File: config.mk
export PLATFORM = sky130hd
export DESIGN_NAME = mult_share_arbiter
export DESIGN_NICKNAME = d
export VERILOG_FILES = /design/src/rtl/mult_share_arbiter.sv
export SDC_FILE = /design/constraint.sdc
export NUM_CORES = 1
export LEC_CHECK = 0
export CORE_UTILIZATION = 60
export CTS_CLUSTER_DIAMETER = 150
export DETAILED_ROUTE_END_ITERATION = 8
export GPL_ROUTABILITY_DRIVEN = 1
export PLACE_DENSITY_LB_ADDON = 0.2
export RECOVER_POWER = 25
export REMOVE_ABC_BUFFERS = 1
export SETUP_SLACK_MARGIN = 0.05
export SLEW_MARGIN = 25
export SYNTH_ARGS = -nofsm -noshare
export SYNTH_HDL_FRONTEND = slang
export SYNTH_HIERARCHICAL = 1
export SYNTH_SLANG_ARGS = --single-unit
File: constraint.sdc
create_clock -name clk -period 8.6 [get_ports clk]
set_input_delay 0.86 -clock clk [delete_from_list [all_inputs] [get_ports clk]]
set_output_delay 0.86 -clock clk [all_outputs]
set_load 0.005 [all_outputs]
File: src/rtl/mult_share_arbiter.sv
// Two-requester round-robin front end for one shared combinational multiplier.
// Operands are captured, held for MUL_CYCLES, and the product is returned through a valid/ready response.

module mult_share_core #(
  parameter int W         = 8,
  parameter int ARCH_TYPE = 2
) (
  input  logic [W-1:0]   i_a,
  input  logic [W-1:0]   i_b,
  output logic [2*W-1:0] o_p
);
  generate
    if (ARCH_TYPE == 0) begin : g_shift_add
      always_comb begin
        o_p = '0;
        for (int i = 0; i < W; i++) begin
          if (i_b[i]) o_p = o_p + ({{W{1'b0}}, i_a} << i);
        end
      end
    end else begin : g_native
      assign o_p = {{W{1'b0}}, i_a} * {{W{1'b0}}, i_b};
    end
  endgenerate
endmodule

// Handshake rule for every channel: a transfer happens on the rising edge where valid and
// ready are both high; a producer keeps its payload stable while valid is high and ready is low.
module mult_share_arbiter #(
  parameter int parallelism = 8,
  parameter int ARCH_TYPE   = 2,
  parameter int MUL_CYCLES  = 2
) (
  input  logic                     clk,
  input  logic                     rst_n,
  input  logic                     req0_valid,
  output logic                     req0_ready,
  input  logic [parallelism-1:0]   req0_a,
  input  logic [parallelism-1:0]   req0_b,
  input  logic                     req1_valid,
  output logic                     req1_ready,
  input  logic [parallelism-1:0]   req1_a,
  input  logic [parallelism-1:0]   req1_b,
  output logic                     rsp_valid,
  input  logic                     rsp_ready,
  output logic                     rsp_id,
  output logic [2*parallelism-1:0] rsp_product,
  output logic                     busy,
  output logic [1:0]               dbg_state
);
  localparam int CW = (MUL_CYCLES > 1) ? $clog2(MUL_CYCLES) : 1;

  typedef enum logic [1:0] {S_IDLE = 2'd0, S_BUSY = 2'd1, S_DONE = 2'd2} state_t;

  state_t                   r_state;
  state_t                   w_state_nxt;
  logic [parallelism-1:0]   r_op_a;
  logic [parallelism-1:0]   r_op_b;
  logic [CW-1:0]            r_cnt;
  logic                     r_last_grant;
  logic                     r_rsp_id;
  logic                     r_rsp_valid;
  logic [2*parallelism-1:0] r_rsp_product;
  logic [2*parallelism-1:0] w_mul_p;
  logic                     w_pick0;
  logic                     w_pick1;
  logic                     w_accept;

  // On a tie the requester that did not win last time gets the grant.
  assign w_pick0 = req0_valid & (~req1_valid | r_last_grant);
  assign w_pick1 = req1_valid & (~req0_valid | ~r_last_grant);

  assign req0_ready  = rst_n & (r_state == S_IDLE) & w_pick0;
  assign req1_ready  = rst_n & (r_state == S_IDLE) & w_pick1;
  assign rsp_valid   = r_rsp_valid;
  assign rsp_id      = r_rsp_id;
  assign rsp_product = r_rsp_product;
  assign busy        = (r_state != S_IDLE);
  assign dbg_state   = r_state;

  mult_share_core #(
    .W         (parallelism),
    .ARCH_TYPE (ARCH_TYPE)
  ) u_core (
    .i_a (r_op_a),
    .i_b (r_op_b),
    .o_p (w_mul_p)
  );

  always_ff @(posedge clk or negedge rst_n) begin
    if (!rst_n) r_state <= S_IDLE;
    else        r_state <= w_state_nxt;
  end

  always_comb begin
    w_state_nxt = r_state;
    w_accept    = 1'b0;
    case (r_state)
      S_IDLE: begin
        if (w_pick0 | w_pick1) begin
          w_state_nxt = S_BUSY;
          w_accept    = 1'b1;
        end
      end
      S_BUSY:  if (r_cnt == '0) w_state_nxt = S_DONE;
      S_DONE:  if (r_rsp_valid & rsp_ready) w_state_nxt = S_IDLE;
      default: w_state_nxt = S_IDLE;
    endcase
  end

  // The multiplier only ever sees the registered operands, so its output settles while counting.
  always_ff @(posedge clk or negedge rst_n) begin
    if (!rst_n) begin
      r_op_a        <= '0;
      r_op_b        <= '0;
      r_cnt         <= '0;
      r_last_grant  <= 1'b1;
      r_rsp_id      <= 1'b0;
      r_rsp_valid   <= 1'b0;
      r_rsp_product <= '0;
    end else begin
      if (w_accept) begin
        r_op_a       <= w_pick0 ? req0_a : req1_a;
        r_op_b       <= w_pick0 ? req0_b : req1_b;
        r_rsp_id     <= w_pick1;
        r_last_grant <= w_pick1;
        r_cnt        <= CW'(MUL_CYCLES - 1);
      end
      if (r_state == S_BUSY) begin
        if (r_cnt == '0) begin
          r_rsp_product <= w_mul_p;
          r_rsp_valid   <= 1'b1;
        end else begin
          r_cnt <= r_cnt - CW'(1);
        end
      end
      if ((r_state == S_DONE) && r_rsp_valid && rsp_ready) r_rsp_valid <= 1'b0;
    end
  end
endmodule

==> metrics <==
outcome=complete, but fails checks; failing checks=capacitance limit, slew limit; CP Data Arrival Time=4.74 ns; Rows=29; Final Cycle Share=between 50% and 60%; number of synthesized register bits=38; Achievable Freq=219.1 MHz; DP HPWL=about 6.2 mm; footprint of the multi-input gates=2735 sq um; H-tree Lvls=2; cts bufs inserted=5; Initial Util=a little over three fifths; largest net degree at the start of global routing=41; worst slew pin tran=roughly 2.1 ns; crit-path max FO=9; Synth Flop Type=dfrtp_1; GRT Util Overall=approximately a quarter; max cap viols=1; vias in the first global route=3059; Sink Count=38; Synth Cell Area=3999 sq um; initial antenna violation count=0; Yosys Warn Count=6; area leader, netlist=dfrtp_1; Clock Path Buffers=2; Post-Synthesis Cells=about 420; clk slew on worst S/H paths=around 0.080 ns; Sequential cell area=roughly 950 sq um; IO Count=60; Final Hold Fails=0; initial drt markers=between 100 and 150; critical path type=register to register; Root Driver=clkbuf_8; chip height=~84 um; Filler cells=~480; Final Setup Violations=0; Worst setup EP type=register; nets=580; DRC viols=0; ANT nets after route=0; Setup TNS=0 ns; Setup Buffers After CTS=0; Synth area leaders=dfrtp_1 23%, fa_1 18%, ha_1 11%; sequential share of the synthesized area=a little under a quarter; RSZ-0062 raised after global routing=false; Port Buffers=59; asr flop ratio synth=100.0%; Area growth, synth to finish=17.43%; crit path time final=between 4 and 5 ns; post-DR wirelength/cell=~15 um; TritonRoute pass-1 iters=4; GPL Wtd Cong=just over 0.9; Ant. Diodes=0; worst skew pair latency=just under 0.3 ns; Via density=roughly 5.6; syn_area_per_cell=about 9.5 sq um; number of synthesized flops with an enable pin=0; hold buffers post-CTS=0; top cell type's share of synthesized area=between 20% and 30%; Die W=83.64 um; die area=6995 sq um; gr ovfl total=0; Worst Clk Skew=between 0.007 and 0.008 ns; post-cts resize count=0; vias=between 3000 and 4000; Core Area=between 6000 and 7000 sq um; worst rel slew slack=-43.12%; layout cells sized above 1=a little under 9%; CTS tree=built; Hold Path Class=register to register; first-pass GRT wire length=approximately 14 mm; Yosys cell types=50; Startpoint Class=register; Slew Limit Fails=slightly above 40; CP Data Required Time=around 8.8 ns; Routed WL=just over 8 mm
[synth_stat cells, drive strengths merged (2+ instances only)]
cell and count:
inv 53, and2 51, dfrtp 37, fa 36
ha 36, a21oi 28, nand2 28, o21ai 22
a31oi 19, nand3 17, mux2 16, buf 11
nor2 10, nor3 6, clkbuf 5, a21o 4
o21a 3, o311ai 3, or3 3, xnor2 3
a211oi 2, a21boi 2, nand3b 2, nor2b 2
o21bai 2, o31ai 2, or2 2, xor2 2
[layout make-up]
cell class	count	share of cell area, %
clock buffer	7	1.839
clock inverter	1	0.6395
inverter	53	4.237
multi-input combinational	312	58.25
sequential	38	20.28
tap	77	2.052
timing repair buffer	61	12.71
[worst paths after layout]
check | start | depth (start not counted) | endpoint | slack (ns)
max reg2reg | r_op_b[4] | 15 | rsp_product[13] | 4.04
min in group asynchronous | rst_n | 2 | rsp_product[5] | 1.28
max | r_op_b[4] | 15 | rsp_product[13] | 4.04
min | rsp_product[11] | 1 | rsp_product[11] | 0.51
max in group asynchronous | rst_n | 2 | r_op_b[3] | 6.09
min reg2reg | rsp_product[11] | 1 | rsp_product[11] | 0.51
[registers in the layout, summed over array words and instances, names as in the netlist]
| name | flops |
|---|---|
| r_cnt | 1 |
| rsp_product | 16 |
| r_op_b | 8 |
| r_last_grant | 1 |
| rsp_valid | 1 |
| rsp_id | 1 |
| r_op_a | 8 |
| dbg_state | 2 |
[kinds of logic (layout without fill, tap and decap cells)]
family / Yosys count / count (layout) / synth area share, %
XOR/XNOR: 5 / 5 / 1.095
adder cells (fa/ha/maj): 72 / 72 / 29.29
flip-flops: 38 / 38 / 23.81
AND/OR/NAND/NOR: 127 / 127 / 17.24
multiplexers: 17 / 17 / 4.756
AO/OA/AOI/OAI: 91 / 91 / 16.02
buffers and inverters: 69 / 122 / 7.791
[layout by cell type (no fill, tap or decap), types with 2 or more instances in the layout]
| master | n |
|---|---|
| o21a_1 | 3 |
| inv_1 | 53 |
| a31oi_1 | 9 |
| nor3_1 | 6 |
| ha_1 | 36 |
| nand3_1 | 17 |
| o21bai_1 | 2 |
| or3_1 | 3 |
| a21oi_1 | 28 |
| and2_1 | 50 |
| clkbuf_1 | 2 |
| clkdlybuf4s50_1 | 58 |
| mux2_2 | 16 |
| o311ai_0 | 2 |
| a211oi_1 | 2 |
| nand2_1 | 28 |
| dfrtp_1 | 37 |
| xnor2_1 | 3 |
| nand3b_1 | 2 |
| xor2_1 | 2 |
| o21ai_0 | 22 |
| a21boi_0 | 2 |
| o31ai_1 | 2 |
| fa_1 | 36 |
| clkbuf_8 | 6 |
| nor2_1 | 10 |
| a31oi_2 | 9 |
| a21o_1 | 4 |
[metal layers]
layer,vias to the layer above,track usage [%],part of all wire [%]
li1,1514,-,-
met1,1493,35.08,46
met2,82,41.98,49
met3,9,3.759,3.8
met4,0,4.314,0.96
met5,-,0,0
[worst max-delay path, cell delays in order, from the launching register on]
cell and delay (ns):
dfrtp_1 0.47, and2_1 0.20, fa_1 0.53, inv_1 0.05, fa_1 0.47, inv_1 0.05
fa_1 0.53, inv_1 0.05, fa_1 0.53, inv_1 0.04, ha_1 0.33, o21a_1 0.14
o31a_4 0.14, o311ai_0 0.43, o311ai_0 0.19, mux2_2 0.30
[through the flow]
step / util (%) / worst slack [ns] / std cells / cell area (sq um) / hold slack [ns]
2_1_floorplan: - / 4.375 / 403 / 3886 / 0.4869
3_3_place_gp: 71.77 / 4.218 / 541 / 4583 / 0.4879
3_5_place_dp: 71.77 / 4.081 / 541 / 4583 / 0.4952
4_1_cts: 73.59 / 4.048 / 549 / 4700 / 0.5134
5_1_grt: 73.53 / 3.805 / 549 / 4696 / 0.5250
6_report: 73.53 / 4.036 / 549 / 4696 / 0.5078
Power is left out: the tool's default activity adds up to more than one toggle a clock period on the data nets, which glitch-free logic cannot reach.
